`src/rtl/serial_sub_pkg.sv`:
```
`default_nettype none
// ============================================================================
// serial_sub_pkg : shared FSM state type and counter sizing helper for the
//                  bit-serial subtractor.  Rev 1.0
// ============================================================================
package serial_sub_pkg;

    typedef enum logic [1:0] {
        IDLE  = 2'd0,
        SHIFT = 2'd1,
        DONE  = 2'd2
    } state_t;

    // Bit counter must index stages 0..w-1; never narrower than one bit.
    function automatic int cnt_width(input int w);
        return (w > 1) ? $clog2(w) : 1;
    endfunction

endpackage
`default_nettype wire

```
`src/rtl/serial_subtractor_full_subtractor.sv`:
```
`default_nettype none
// ============================================================================
// full_subtractor : one-bit combinational subtractor cell (a - b - bin).
//                   Rev 1.0
// ============================================================================
module full_subtractor (
    input  logic a,
    input  logic b,
    input  logic bin,
    output logic d,
    output logic bout
);

    assign d    = a ^ b ^ bin;
    assign bout = (~a & b) | (~(a ^ b) & bin);

endmodule
`default_nettype wire

```
`src/rtl/serial_subtractor.sv`:
```
`default_nettype none
// ============================================================================
// serial_subtractor : LSB-first bit-serial unsigned a - b with valid/ready
//                     handshakes. Optional SERIAL_SUB_SAT_EN clamps diff to 0
//                     when the result borrows.  Rev 1.0
// ============================================================================
module serial_subtractor
    import serial_sub_pkg::*;
#(
    parameter int DATA_WIDTH = 8
) (
    input  logic                  clk,
    input  logic                  resetn,
    input  logic                  in_valid,
    output logic                  in_ready,
    input  logic [DATA_WIDTH-1:0] a,
    input  logic [DATA_WIDTH-1:0] b,
    output logic                  out_valid,
    input  logic                  out_ready,
    output logic [DATA_WIDTH-1:0] diff,
    output logic [DATA_WIDTH-1:0] borrow_int,
    output logic                  borrow_out
);

    localparam int              CNT_W  = cnt_width(DATA_WIDTH);
    localparam logic [CNT_W-1:0] C_LAST = CNT_W'(DATA_WIDTH - 1);

    state_t                  state_q, state_d;
    logic [DATA_WIDTH-1:0]   a_sh_q, a_sh_d;
    logic [DATA_WIDTH-1:0]   b_sh_q, b_sh_d;
    logic                    brw_q, brw_d;
    logic [CNT_W-1:0]        cnt_q, cnt_d;
    logic [DATA_WIDTH-1:0]   diff_q, diff_d;
    logic [DATA_WIDTH-1:0]   bint_q, bint_d;
    logic                    bout_q, bout_d;
    logic                    in_ready_q, in_ready_d;
    logic                    out_valid_q, out_valid_d;

    logic                    w_step_diff;
    logic                    w_step_borrow;

    full_subtractor u_fs (
        .a    (a_sh_q[0]),
        .b    (b_sh_q[0]),
        .bin  (brw_q),
        .d    (w_step_diff),
        .bout (w_step_borrow)
    );

    always_comb begin
        state_d     = state_q;
        a_sh_d      = a_sh_q;
        b_sh_d      = b_sh_q;
        brw_d       = brw_q;
        cnt_d       = cnt_q;
        diff_d      = diff_q;
        bint_d      = bint_q;
        bout_d      = bout_q;
        in_ready_d  = in_ready_q;
        out_valid_d = out_valid_q;

        case (state_q)
            IDLE: begin
                if (in_valid && in_ready_q) begin
                    a_sh_d     = a;
                    b_sh_d     = b;
                    brw_d      = 1'b0;
                    cnt_d      = '0;
                    diff_d     = '0;
                    bint_d     = '0;
                    bout_d     = 1'b0;
                    in_ready_d = 1'b0;
                    state_d    = SHIFT;
                end
            end
            SHIFT: begin
                // Result bits enter at the MSB so the word is aligned after the last step.
                diff_d         = {w_step_diff, diff_q[DATA_WIDTH-1:1]};
                bint_d[cnt_q]  = w_step_borrow;
                brw_d          = w_step_borrow;
                a_sh_d         = a_sh_q >> 1;
                b_sh_d         = b_sh_q >> 1;
                if (cnt_q == C_LAST) begin
                    bout_d      = w_step_borrow;
                    out_valid_d = 1'b1;
                    state_d     = DONE;
`ifdef SERIAL_SUB_SAT_EN
                    if (w_step_borrow) begin
                        diff_d = '0;
                    end
`endif
                end else begin
                    cnt_d = cnt_q + CNT_W'(1);
                end
            end
            DONE: begin
                if (out_ready) begin
                    out_valid_d = 1'b0;
                    in_ready_d  = 1'b1;
                    state_d     = IDLE;
                end
            end
            default: begin
                out_valid_d = 1'b0;
                in_ready_d  = 1'b1;
                state_d     = IDLE;
            end
        endcase
    end

    always_ff @(posedge clk or negedge resetn) begin
        if (!resetn) begin
            state_q     <= IDLE;
            a_sh_q      <= '0;
            b_sh_q      <= '0;
            brw_q       <= 1'b0;
            cnt_q       <= '0;
            diff_q      <= '0;
            bint_q      <= '0;
            bout_q      <= 1'b0;
            in_ready_q  <= 1'b1;
            out_valid_q <= 1'b0;
        end else begin
            state_q     <= state_d;
            a_sh_q      <= a_sh_d;
            b_sh_q      <= b_sh_d;
            brw_q       <= brw_d;
            cnt_q       <= cnt_d;
            diff_q      <= diff_d;
            bint_q      <= bint_d;
            bout_q      <= bout_d;
            in_ready_q  <= in_ready_d;
            out_valid_q <= out_valid_d;
        end
    end

    assign in_ready   = in_ready_q;
    assign out_valid  = out_valid_q;
    assign diff       = diff_q;
    assign borrow_int = bint_q;
    assign borrow_out = bout_q;

endmodule
`default_nettype wire

```
`config.mk`:
```
export PLATFORM = sky130hd
export DESIGN_NAME = serial_subtractor
export DESIGN_NICKNAME = d
export VERILOG_FILES = /design/src/rtl/serial_sub_pkg.sv /design/src/rtl/serial_subtractor_full_subtractor.sv /design/src/rtl/serial_subtractor.sv
export SDC_FILE = /design/constraint.sdc
export NUM_CORES = 1
export LEC_CHECK = 0
export ABC_AREA = 1
export BUFFER_PORTS_ARGS = -buffer_cell sky130_fd_sc_hd__buf_2
export CAP_MARGIN = 20
export CORE_ASPECT_RATIO = 1.75
export CORE_MARGIN = 1.5
export CORE_UTILIZATION = 45
export CTS_BUF_LIST = sky130_fd_sc_hd__clkbuf_4 sky130_fd_sc_hd__clkbuf_8
export DETAILED_ROUTE_END_ITERATION = 6
export MAX_ROUTING_LAYER = met4
export PLACE_DENSITY_LB_ADDON = 0.05
export SETUP_SLACK_MARGIN = 0.15
export SYNTH_ARGS = -nofsm -noshare
export SYNTH_HDL_FRONTEND = slang
export SYNTH_SLANG_ARGS = --single-unit
```
`constraint.sdc`:
```
create_clock -name clk -period 2.2 [get_ports clk]
set_clock_uncertainty 0.1 [all_clocks]
set_input_delay 0.44 -clock clk [delete_from_list [all_inputs] [get_ports clk]]
set_output_delay 0.44 -clock clk [all_outputs]
set_load 0.05 [all_outputs]
```
Word-level counts from Yosys, hierarchy flattened:

Cells that the tools add are included.

* register bits: 41
* input bits: 20
* output and inout port bits: 19
* logic and storage cells: 65

* $lt $le $gt $ge: 2
* $add $sub $neg: 1
* equal/unequal tests: 7
* reductions and logical operators: 10
* bitwise operators: 9
* mux-type cells: 26

Operator list (number)
* case mux 8 bit (2 select lines): 4
* 2-to-1 mux 8 bit: 3
* AND reduction 3 bit: 5
* bitwise mux 8 bit: 1
* != test 2 bit (second input constant): 4
* 2-to-1 mux 1 bit: 6
* 2-to-1 mux 2 bit: 3
* 2-to-1 mux 3 bit: 2
* case mux 1 bit (3 select lines): 2
* case mux 2 bit (3 select lines): 1
* case mux 3 bit (2 select lines): 1
* less-than comparator 3 x 4 -> 1 bit (second input constant): 1
* inverter 1 bit: 4
* case mux 1 bit (2 select lines): 2
* adder 3 x 1 -> 3 bit (second input constant): 1
* demux 1 bit (select 3 bit): 1
* == test 3 bit (second input constant): 1
* greater-or-equal comparator 3 x 1 -> 1 bit (second input constant): 1
* bitwise AND 1 bit: 2
* == test 2 x 1 -> 1 bit (second input constant): 1
* == test 2 bit (second input constant): 1
* logical AND 1 bit: 2
* logical NOT 2 bit: 1
* AND reduction 2 bit: 1
* other kinds (3): 4

Logic depth before layout (Yosys ltp):

Gate-level depths: netlist (run 1).

* depth after elaboration: 6
* depth in mapped cells: 8

Hierarchy:

From an unflattened synthesis (run 1), not the netlist that was laid out.

* cells, all modules: 267
* area, all modules: 2113.3 um2

By module, submodules not included
* serial_subtractor: times used 1, cells each 263, area each 2082.0 um2
* full_subtractor: times used 1, cells each 4, area each 31.3 um2

Worst setup path before layout (run 1):

No wires, ideal clock.

* path type: reg-to-reg
* start point: register in_ready_q, in the netlist in_ready
* end point: register diff_q[2], in the netlist diff[2]
* cell stages (with the launch flop): 9
* path slack: 649 ps
* library setup time: 119 ps
* arrival time: 1332 ps
* data required time: 1981 ps
* buffers on the path: 1
* path through: dfstp_2 > nand2_1 > inv_1 > nand2_2 > nand2_4 > inv_4 > buf_6 > nand2_1 > nand2_1

* word-level cells in the longest chain between the ends: 3

RTL lines
* from (decl): line serial_subtractor.sv:36 `logic in_ready_q, in_ready_d;`
* from (signal assigned): line serial_subtractor.sv:132 `in_ready_q <= in_ready_d;`
* logical AND 1 bit: line serial_subtractor.sv:64 `if (in_valid && in_ready_q) begin`
* != test 2 bit (no line)
* AND reduction 2 bit (no line)
* to (signal assigned): line serial_subtractor.sv:129 `diff_q <= diff_d;`
* to (decl): line serial_subtractor.sv:33 `logic [DATA_WIDTH-1:0] diff_q, diff_d;`

Every way passes these cells.
A chain may end at the register's enable or synchronous reset.

Worst setup path in the final report (run 1):

* start point: register state_q[1]
* end point: register a_sh_q[3]

* word-level cells in the longest chain between the ends: 3
* elaborated cells between the ends (all ways): 6

RTL lines
* from (decl): line serial_subtractor.sv:28 `state_t state_q, state_d;`
* from (signal assigned): line serial_subtractor.sv:124 `state_q <= state_d;`
* == test 2 x 1 -> 1 bit or logical NOT 2 bit (tied branches): line serial_subtractor.sv:62 `case (state_q)`
* nonzero test 2 bit (no line) or != test 2 bit (tied branches)
* AND reduction 2 bit (no line)
* to (signal assigned): line serial_subtractor.sv:125 `a_sh_q <= a_sh_d;`
* to (decl): line serial_subtractor.sv:29 `logic [DATA_WIDTH-1:0] a_sh_q, a_sh_d;`

Several ways; a longest one is shown, not always the timed one.

==> results of run 1 <==
[state kept, by name, indices dropped and copies added (netlist names)]
register / count
a_sh_q: 8
b_sh_q: 8
borrow_int: 8
borrow_out: 1
brw_q: 1
cnt_q: 3
diff: 8
in_ready: 1
out_valid: 1
state_q: 2
[layout make-up]
class,count,area share [%]
Clock buffer,5,2.94
Clock inverter,3,2.78
Inverter,21,3.47
Multi-Input combinational cell,193,35.4
Sequential cell,41,43.9
Tap cell,51,2.73
Timing Repair Buffer,40,8.77
[worst max-delay path by stage]
stage | startpoint | endpoint | slack (ns) | depth (start not counted)
4_1_cts | state_q[1] | a_sh_q[3] | 0.49 | 6
3_3_place_gp | state_q[1] | b_sh_q[4] | 0.57 | 6
6_report | state_q[1] | a_sh_q[3] | 0.51 | 6
2_1_floorplan | in_ready | diff[2] | 0.65 | 8
3_5_place_dp | state_q[1] | a_sh_q[5] | 0.50 | 6
5_1_grt | state_q[1] | b_sh_q[3] | 0.33 | 6
[placed cells by master (no fill, tap or decap)]
cell type,synthesis,routed
inv_4,1,1
inv_1,18,18
nand4_1,3,3
clkbuf_8,0,5
or2_1,1,1
nand3_1,13,13
dfrtp_1,40,40
nand2_1,146,146
inv_2,2,2
nor2_4,2,2
buf_2,3,38
buf_4,1,2
o21ai_0,6,6
clkinv_2,0,1
fa_1,1,1
nand2_4,1,1
a21oi_1,1,1
dfstp_2,1,1
ha_1,3,3
bufinv_16,0,2
nor2_1,14,14
nand2_2,2,2
[critical path: stages, from the launching register on]
cell and delay (ns):
dfrtp_1 0.45, inv_2 0.10, nand2_2 0.37, nand2_4 0.21
inv_4 0.25, nand2_1 0.08, nand2_1 0.06
[logic make-up (layout without fill, tap and decap cells)]
kind of cell / after synthesis / count (layout)
AND/OR/NAND/NOR: 182 / 182
flip-flops: 41 / 41
buffers and inverters: 29 / 69
AO/OA/AOI/OAI: 7 / 7
adder cells (fa/ha/maj): 4 / 4
[power groups by stage]
stage	clock network (mW)	logic, mW	registers, mW
final	0.723	1.90	1.30
after global routing	0.769	2.15	1.35
after CTS	0.737	1.93	1.30
after detailed placement	0	1.93	1.31
after global placement	0	1.90	1.31
after floorplan	0	1.13	1.74
[routing by layer]
| metal | vias up | GRT usage [%] |
|---|---|---|
| met5 | - | - |
| met4 | 0 | 6.41 |
| met1 | 750 | 24.6 |
| met2 | 33 | 33.7 |
| met3 | 6 | 4.11 |
| li1 | 872 | - |
[per-stage QoR]
step	total power, mW	cell area, um^2	std cells	worst slack [ns]	util, %
6_report	3.92	2340	354	0.512	54.1
5_1_grt	4.26	2340	354	0.329	54.1
4_1_cts	3.97	2340	354	0.488	54.1
3_5_place_dp	3.24	2210	346	0.497	51.0
3_3_place_gp	3.21	2210	346	0.574	51.0
2_1_floorplan	2.87	2010	263	0.649	-
==> results.md, run 1 <==
- Status: finished clean
- Footprint of the multi-input gates: 830 um^2
- Distinct cells, synth: 20
- CTS max path bufs: 2
- Clk Latency, worst-skew pair: 0.30 ns
- CTS tree: yes
- Root buffer cell: clkbuf_8
- Routed length on met2: between 2000 and 2500 um
- First-pass GRT wire length: 7180 um
- Layout cells sized above 1: a little under a fifth
- Xor/xnor share of the synthesized area: 0%
- Worst Tran Pin Value: about 0.58 ns
- Met3 routed WL: 154 um
- Iter 0 DRT Violations: 35
- Placement Rows: 32
- Post-synthesis sequential area ratio: slightly above 50%
- # Post-CTS Setup Buffers: 0
- Filler cell count: 428
- Clock sinks: between 40 and 50
- Top post-synthesis cells by area: dfrtp_1 50%, nand2_1 27%, inv_1 3.4%
- P_sw: 1.88 mW
- Period minus WS final: 1.69 ns
- Combinational share of power: about half
- # setup viols final: 0
- Worst R2R Setup Slack: slightly above 0.5 ns
- DRC Markers: 0
- Die ar.: 0.00488 mm^2
- Gates resized, CTS repair: 0
- Fin. Hold Viols: 0
- Reg2reg end: a_sh_q[3]
- Top Layer Used: met4
- Worst Path Required: about 2.3 ns
- Inserted Diodes: 0
- ANT nets after route: 0
- Syn Nets: 287
- Reg2Reg Depth: 6
- Post-Syn Area per Cell: 7.63 um^2
- Clock power share: 18.5%
- Top cell type's share of synthesized area: between 40 and 50%
- HPWL Detailed: 2920 um
- Max_slew headroom: 61.5%
- Synth Warn #: 0
- Starting density of the core: 46.4%
- Pwr/cell area: 1670 mW/mm^2
- Cell Area, Synth: 0.00201 mm^2
- Multiplexer share of the synthesized area: 0%
- R2R Path Start: state_q[1]
- Via density: 4.69
- Initial antenna violation count: 0
- I/O Buffers: 38
- Critical Path End Type: register
- Crit path DAT: 1.82 ns
- Die Y: 91.3 um
- Ys flop type: dfrtp_1
- Reg area: ~0.001 mm^2
- Achievable clock frequency: 592 MHz
- Pin count of the biggest net entering global routing: between 40 and 50
- Area fraction in compound gates after synthesis: 1.75%
- RSZ-0062 raised after global routing: false
- Setup crit start kind: register
- Setup CP Type: register to register
- Nets: about 330
- CTS Buf Count: 5
- Setup_tns: 0 ns
- Drt wl/cell: roughly 12 um
- Syn Inst Count: 263
- Final period util: 76.7%
- DRT Wirelength: 4160 um
- Core ar.: 0.00432 mm^2
- Final Wtd Congestion: roughly 0.81
- Die width: 53.5 um
- Cts hold-fix bufs: 0
- Post-synth EDFFs: 0
- Final Max Tran Viols: 0
- Static Leak: 1.37 nW
- Hold WS: 0.0936 ns
- H-tree lvl count: 2
- Top-count cell post-synth: nand2_1
- Total congestion overflow: 0
- Simple-Gate Fraction of Synth Area: 36.7%
- Overall Global Routing Usage: 20.5%
- Seq pwr share: 33.1%
- Post-synth top cells: 146 x nand2_1, 40 x dfrtp_1, 18 x inv_1
- Sw Share: between 40% and 50%
- Yosys reg bits: just over 40
- Worst VDD drop: 0.767 mV
- Max Cap Viol: 0
- Async SR Flop Fraction: 100%
- Crit Path Max Fanout: 23
- Yosys top cell by area: dfrtp_1
- First-pass iteration count of the detailed router: 4
- I/O pins: 39
- Worst-path clk slew: 0.08 ns
- Total number of vias: about 1.7k
- WL met1: 1790 um
- Syn-to-layout area delta: 16.7%
- P_int: 2.04 mW
- Main combinational cell family by area after synthesis: simple AND/OR/NAND/NOR gates
- Post-synthesis adder-cell area fraction: 2.87%
- Vias in the first global route: about 1.6k
- Hold Path Class: input port to async pin
Note: power is estimated with default switching activity, not from simulation.
==> run 2, diff against run 1 <==
==> constraint.sdc (replaced) <==
create_clock -name clk -period 1.4 [get_ports clk]
set_clock_uncertainty 0.1 [all_clocks]
set_input_delay 0.28 -clock clk [delete_from_list [all_inputs] [get_ports clk]]
set_output_delay 0.28 -clock clk [all_outputs]
set_load 0.05 [all_outputs]
==> run 2 against run 1 <==
Compared with the run above: the flow now finishes with violations (negative setup slack); utilization increased by 24 points; sequential power increased by 63%; clock-buffer cell count increased by 2; combinational power increased to 3.2 times the previous value; cell count increased by 15%; critical path depth decreased by 5; sequential cell count unchanged; critical endpoint is now in_ready.
==> results.md, run 2 (same netlist as run 1, synthesis figures left out) <==
- Initial antenna violation count: 0 (unchanged)
- Pwr/cell area: 2720 mW/mm^2 (+63%)
- Iter 0 DRT Violations: 29 (-17%)
- Overall Global Routing Usage: 27.0% (+6.5 points)
- Clock sinks: 41 (unchanged)
- Worst VDD drop: 1.71 mV (+120%)
- Final period util: 101%
- Slowest stage cell, crit path: dfstp_2
- Root buffer cell: clkbuf_8
- Vias in the first global route: 2015 (+26%)
- Pwr Total: 9.24 mW (+140%)
- # setup viols final: 7 (+7)
- Achievable clock frequency: 705 MHz
- Fin area: 0.00339 mm^2 (+45%)
- Core ar.: 0.00432 mm^2 (unchanged)
- Hold Path Class: input port to register
- H-tree lvl count: 2 (unchanged)
- Syn-to-layout area delta: 69.2%
- CP Cell Sequence: buf_8
- Crit path DAT: 1.04 ns (-0.78 ns)
- Static Leak: 1.80 nW (+32%)
- Footprint of the multi-input gates: 0.00114 mm^2 (+38%)
- Drt wl/cell: 14.3 um (+22%)
- CTS tree: yes
- Reg area: 0.00103 mm^2 (+0.12%)
- Status: finished, violations left
- Placement Rows: 32 (unchanged)
- Setup CP Type: register to output port
- Most frequent cells in the layout: 92 x nand2_1, 47 x nand2_2, 39 x dfrtp_1, 28 x buf_6, 27 x buf_4
- Failing checks: negative setup slack
- Total number of vias: 1992 (+20%)
- Setup crit start kind: register
- Starting density of the core: 46.4% (unchanged)
- Worst setup margin: -0.0177 ns (-0.529 ns)
- RSZ-0062 raised after global routing: true
- Period minus WS final: 1.42 ns
- First-pass iteration count of the detailed router: 6 (+2)
- I/O Buffers: 38 (unchanged)
- Family with the most delay on the worst path: flip-flops
- Most common cell after layout, fill and taps aside: nand2_1
- Inserted Diodes: 0 (unchanged)
- Max Cap Viol: 0 (unchanged)
- Max_slew headroom: 72.1% (+11 points)
- Worst Tran Pin Value: 0.417 ns (-0.158 ns)
- Filler cell count: 279 (-35%)
- CTS max path bufs: 2 (unchanged)
- Worst R2R Setup Slack: -0.02 ns (-0.53 ns)
- Setup_tns: -0.0776 ns (-0.0776 ns)
- CTS Buf Count: 5 (unchanged)
- Die width: 53.5 um (unchanged)
- First-pass GRT wire length: 9240 um (+29%)
- ANT nets after route: 0 (unchanged)
- Worst Path Required: 1.02 ns (-1.31 ns)
- Fin. Hold Viols: 0 (unchanged)
- Via density: 4.91 (+4.6%)
- DRT Wirelength: 5810 um (+40%)
- Die ar.: 0.00488 mm^2 (unchanged)
- HPWL Detailed: 3160 um (+8.2%)
- DRC Markers: 0 (unchanged)
- Pin count of the biggest net entering global routing: 16 (-62%)
- Final Wtd Congestion: 0.841 (+3.9%)
- Total congestion overflow: 0 (unchanged)
- Worst-path clk slew: 0.09 ns (about the same)
- Largest stage delay, worst path: 0.57 ns (+0.12 ns)
- Clk Latency, worst-skew pair: 0.31 ns (about the same)
- Critical Path End Type: output port
- Bufs and invs on worst path: 1 (-1)
- Crit Path Max Fanout: 3 (-87%)
- DP Area: 0.00236 mm^2 (+7.0%)
- Nets: 378 (+16%)
- I/O pins: 39 (unchanged)
- Die Y: 91.3 um (unchanged)
- Final Max Tran Viols: 0 (unchanged)
- Layout cells sized above 1: 53.8% (+35 points)
==> run 2: cell count changes in the layout (fill, tap and decap cells not counted), moves of 7 or more <==
cell,change
buf_12,+8
nand3_1,-13
nand3_2,+13
nand2_4,+7
buf_6,+28
nand2_2,+45
buf_4,+25
buf_2,-19
nand2_1,-54
==> run 2: power breakdown <==
| group | switching (mW) | internal [mW] |
|---|---|---|
| Clock | 0.452 | 0.602 |
| Combinational | 3.34 | 2.72 |
| Sequential | 0.419 | 1.70 |
| Total | 4.21 | 5.02 |
==> run 2: path summary, 6_finish.rpt <==
check	start	endpoint	cells after the start
setup / recovery	in_ready	in_ready	1
min in group asynchronous	resetn	b_sh_q[6]	2
hold reg to reg	a_sh_q[1]	a_sh_q[1]	2
setup reg to reg	state_q[1]	out_valid	7
max in group asynchronous	resetn	b_sh_q[5]	3
hold / removal	a[7]	a_sh_q[7]	3
==> run 2: timing repair <==
item,in CTS,in global routing
gates cloned,6,0
pin swaps,32,31
buffers inserted,23,11
hold buffers,1,0
hold endpoints to repair,11,0
gates resized for setup,121,42
setup endpoints to repair,57,60
==> run 2: layout make-up <==
type                            count  area share (%)
Clock inverter                      1           0.885
Sequential cell                    41            30.3
Timing Repair inverter              3           0.996
Inverter                           21            2.69
Clock buffer                        7            2.65
Tap cell                           51            1.88
Multi-Input combinational cell    193            33.7
Timing Repair Buffer               89            26.8
==> run 2: stage by stage <==
step | instances | hold slack [ns] | setup slack, ns | util, %
detailed placement | 357 | 0.127 | -0.0111 | 54.6
global placement | 357 | 0.124 | 0.00145 | 54.6
CTS | 395 | 0.0823 | -0.0111 | 73.4
global route | 406 | 0.0788 | -0.0679 | 78.5
finish | 406 | 0.0739 | -0.0177 | 78.5
floorplan | 263 | -0.116 | -0.113 | -
==> run 2: metal layers <==
metal  vias to the layer above  GRT usage (%)  part of all wire, %
li1                        985              -                    -
met1                       958           31.1                   40
met2                        41           45.0                   55
met3                         8           4.44                  2.5
met4                         0           10.9                  1.9
met5                         -              -                    0
==> run 3, diff against run 2 <==
==> constraint.sdc (replaced) <==
create_clock -name clk -period 1.4 [get_ports clk]
set_clock_uncertainty 0.1 [all_clocks]
set_input_delay 0 -clock clk [delete_from_list [all_inputs] [get_ports clk]]
set_output_delay 0 -clock clk [all_outputs]
set_load 0.05 [all_outputs]
==> run 3 against run 2 <==
Compared with the run above: the flow now finishes without violations; die area stayed put; register-to-register slack better by 0.06 ns; total power is 16% lower; cell count is 2.0% lower; worst hold slack better by 0.0059 ns; utilization is 6.3 points lower; worst setup slack better by 0.057 ns; clock power is 19% lower; critical endpoint is now borrow_out; highest routed layer unchanged.
==> results.md, run 3 (same netlist as run 1, synthesis figures left out) <==
- Fin. Hold Viols: 0 (unchanged)
- First-pass iteration count of the detailed router: 4 (-2)
- RSZ-0062 raised after global routing: true
- HPWL Detailed: 3030 um (-4.3%)
- Final Wtd Congestion: 0.803 (-4.6%)
- Hold WS: 0.0798 ns (+0.00594 ns)
- Static Leak: 1.69 nW (-6.1%)
- Crit path DAT: 1.44 ns (+0.40 ns)
- Max Cap Viol: 0 (unchanged)
- I/O Buffers: 38 (unchanged)
- Most frequent cells in the layout: 112 x nand2_1, 39 x dfrtp_1, 37 x buf_2, 23 x nand2_2, 18 x dlygate4sd3_1
- Drt wl/cell: 12.6 um (-12%)
- Clock sinks: 41 (unchanged)
- Largest stage delay, worst path: 0.45 ns (-0.12 ns)
- Total number of vias: 1902 (-4.5%)
- Root buffer cell: clkbuf_8
- DRC Markers: 0 (unchanged)
- Die Y: 91.3 um (unchanged)
- DRT Wirelength: 5030 um (-13%)
- Worst VDD drop: 1.78 mV (+4.3%)
- Core ar.: 0.00432 mm^2 (unchanged)
- Setup crit start kind: register
- Placed cells: 357 (unchanged)
- First-pass GRT wire length: 8100 um (-12%)
- Final Max Tran Viols: 0 (unchanged)
- Most common cell after layout, fill and taps aside: nand2_1
- Total congestion overflow: 0 (unchanged)
- Status: finished clean
- CTS max path bufs: 2 (unchanged)
- Sw Share: 48.3% (+2.7 points)
- Crit Path Max Fanout: 3 (unchanged)
- Slowest stage cell, crit path: fa_2
- P_sw: 3.75 mW (-11%)
- Die width: 53.5 um (unchanged)
- Combinational share of power: 62.3% (-3.4 points)
- Starting density of the core: 46.4% (unchanged)
- Achievable clock frequency: 735 MHz (+4.2%)
- Critical Path End Type: register
- Die ar.: 0.00488 mm^2 (unchanged)
- Inserted Diodes: 0 (unchanged)
- P_int: 4.01 mW (-20%)
- # setup viols final: 0 (-7)
- Pwr Total: 7.77 mW (-16%)
- ANT nets after route: 0 (unchanged)
- Fin area: 0.00312 mm^2 (-8.1%)
- Overall Global Routing Usage: 23.2% (-3.7 points)
- Layout cells sized above 1: 42.7% (-11 points)
- CP Cell Sequence: fa_2 > buf_4 > nand4_1 > nand2_1
- Period minus WS final: 1.36 ns (-0.0569 ns)
- Worst Tran Pin Value: 0.346 ns (-0.0707 ns)
- Clk Latency, worst-skew pair: 0.30 ns (about the same)
- Hold Path Class: input port to register
- Non-Filler Instances: 398 (-2.0%)
- Vias in the first global route: 1861 (-7.6%)
- Worst-path clk slew: 0.08 ns (about the same)
- Final Util: 72.1% (-6.3 points)
- CTS Buf Count: 5 (unchanged)
- Nets: 370 (-2.1%)
- Iter 0 DRT Violations: 34 (+17%)
- Worst setup margin: 0.0392 ns (+0.0569 ns)
- H-tree lvl count: 2 (unchanged)
- CTS tree: yes
- Seq pwr share: 26.8% (+3.9 points)
- Worst Path Required: 1.48 ns (+0.46 ns)
- Placement Rows: 32 (unchanged)
- Post-place setup slack: 0.00959 ns (+0.0207 ns)
- Via density: 4.78 (-2.6%)
- I/O pins: 39 (unchanged)
- DP Area: 0.00234 mm^2 (-1.1%)
- Final period util: 97.2% (-4.1 points)
- Setup CP Type: register to register
- Pin count of the biggest net entering global routing: 42 (+26)
- Syn-to-layout area delta: 55.5%
- Filler cell count: 366 (+31%)
- Clock power share: 10.9% (-0.5 points)
- Setup_tns: 0 ns (+0.0776 ns)
- Pwr/cell area: 2490 mW/mm^2 (-8.5%)
- Initial antenna violation count: 0 (unchanged)
- Max_slew headroom: 76.8% (+4.7 points)
-- run 3: changes by cell type in the layout (fill, tap and decap cells not counted), sizes merged --
cell         before  now
clkinv            0    1
bufinv            1    0
dlygate4sd3       1   18
buf              88   63
inv              24   21
clkbuf            7   10
-- run 3: cell type report --
class	instances	area, um^2	share of cell area, %
Clock buffer	7	96.3	3.09
Sequential cell	41	1030	33.0
Inverter	21	100	3.21
Multi-Input combinational cell	193	1110	35.6
Tap cell	51	63.8	2.05
Timing Repair Buffer	84	714	22.9
Clock inverter	1	5.00	0.160
-- run 3: per-layer routing --
| layer | share of wire [%] | global-route usage [%] | vias up |
|---|---|---|---|
| li1 | - | - | 961 |
| met1 | 39 | 25.9 | 893 |
| met2 | 55 | 39.8 | 39 |
| met3 | 3.0 | 3.45 | 9 |
| met4 | 2.2 | 9.40 | 0 |
| met5 | 0 | - | - |
-- run 3: power groups by stage --
stage	sequential [mW]	combinational, mW	clock (mW)
2_1_floorplan	2.74	1.79	0
3_3_place_gp	2.01	3.38	0
3_5_place_dp	2.02	3.41	0
4_1_cts	2.01	3.92	0.870
5_1_grt	2.15	5.28	0.929
6_report	2.08	4.84	0.847
-- run 3: path summary, 6_finish.rpt --
check,start,to,slack (ns),cells after the start
worst min register to register,b_sh_q[1],b_sh_q[1],0.38,2
max in group asynchronous,resetn,in_ready,0.84,3
worst max-delay path,brw_q,borrow_out,0.04,4
worst max register to register,brw_q,borrow_out,0.04,4
worst min-delay path,in_valid,in_ready,0.08,5
min in group asynchronous,resetn,cnt_q[1],0.10,3
-- run 3: timing repair --
| action | CTS | global route |
|---|---|---|
| gates cloned | 1 | 2 |
| gates resized for setup | 33 | 72 |
| endpoints found under the setup margin | 38 | 42 |
| hold buffers | 18 | 0 |
| setup buffers | 5 | 7 |
| pin swaps | 19 | 21 |
| endpoints found under the hold margin | 59 | 0 |
-- run 3: critical path: cells and delay by family, from the launching register on --
kind                       cells  cell delay (ns)
adders and majority gates      1             0.45
DFF                            1             0.41
buffers and inverters          1             0.15
and+or+nand+nor                2             0.13
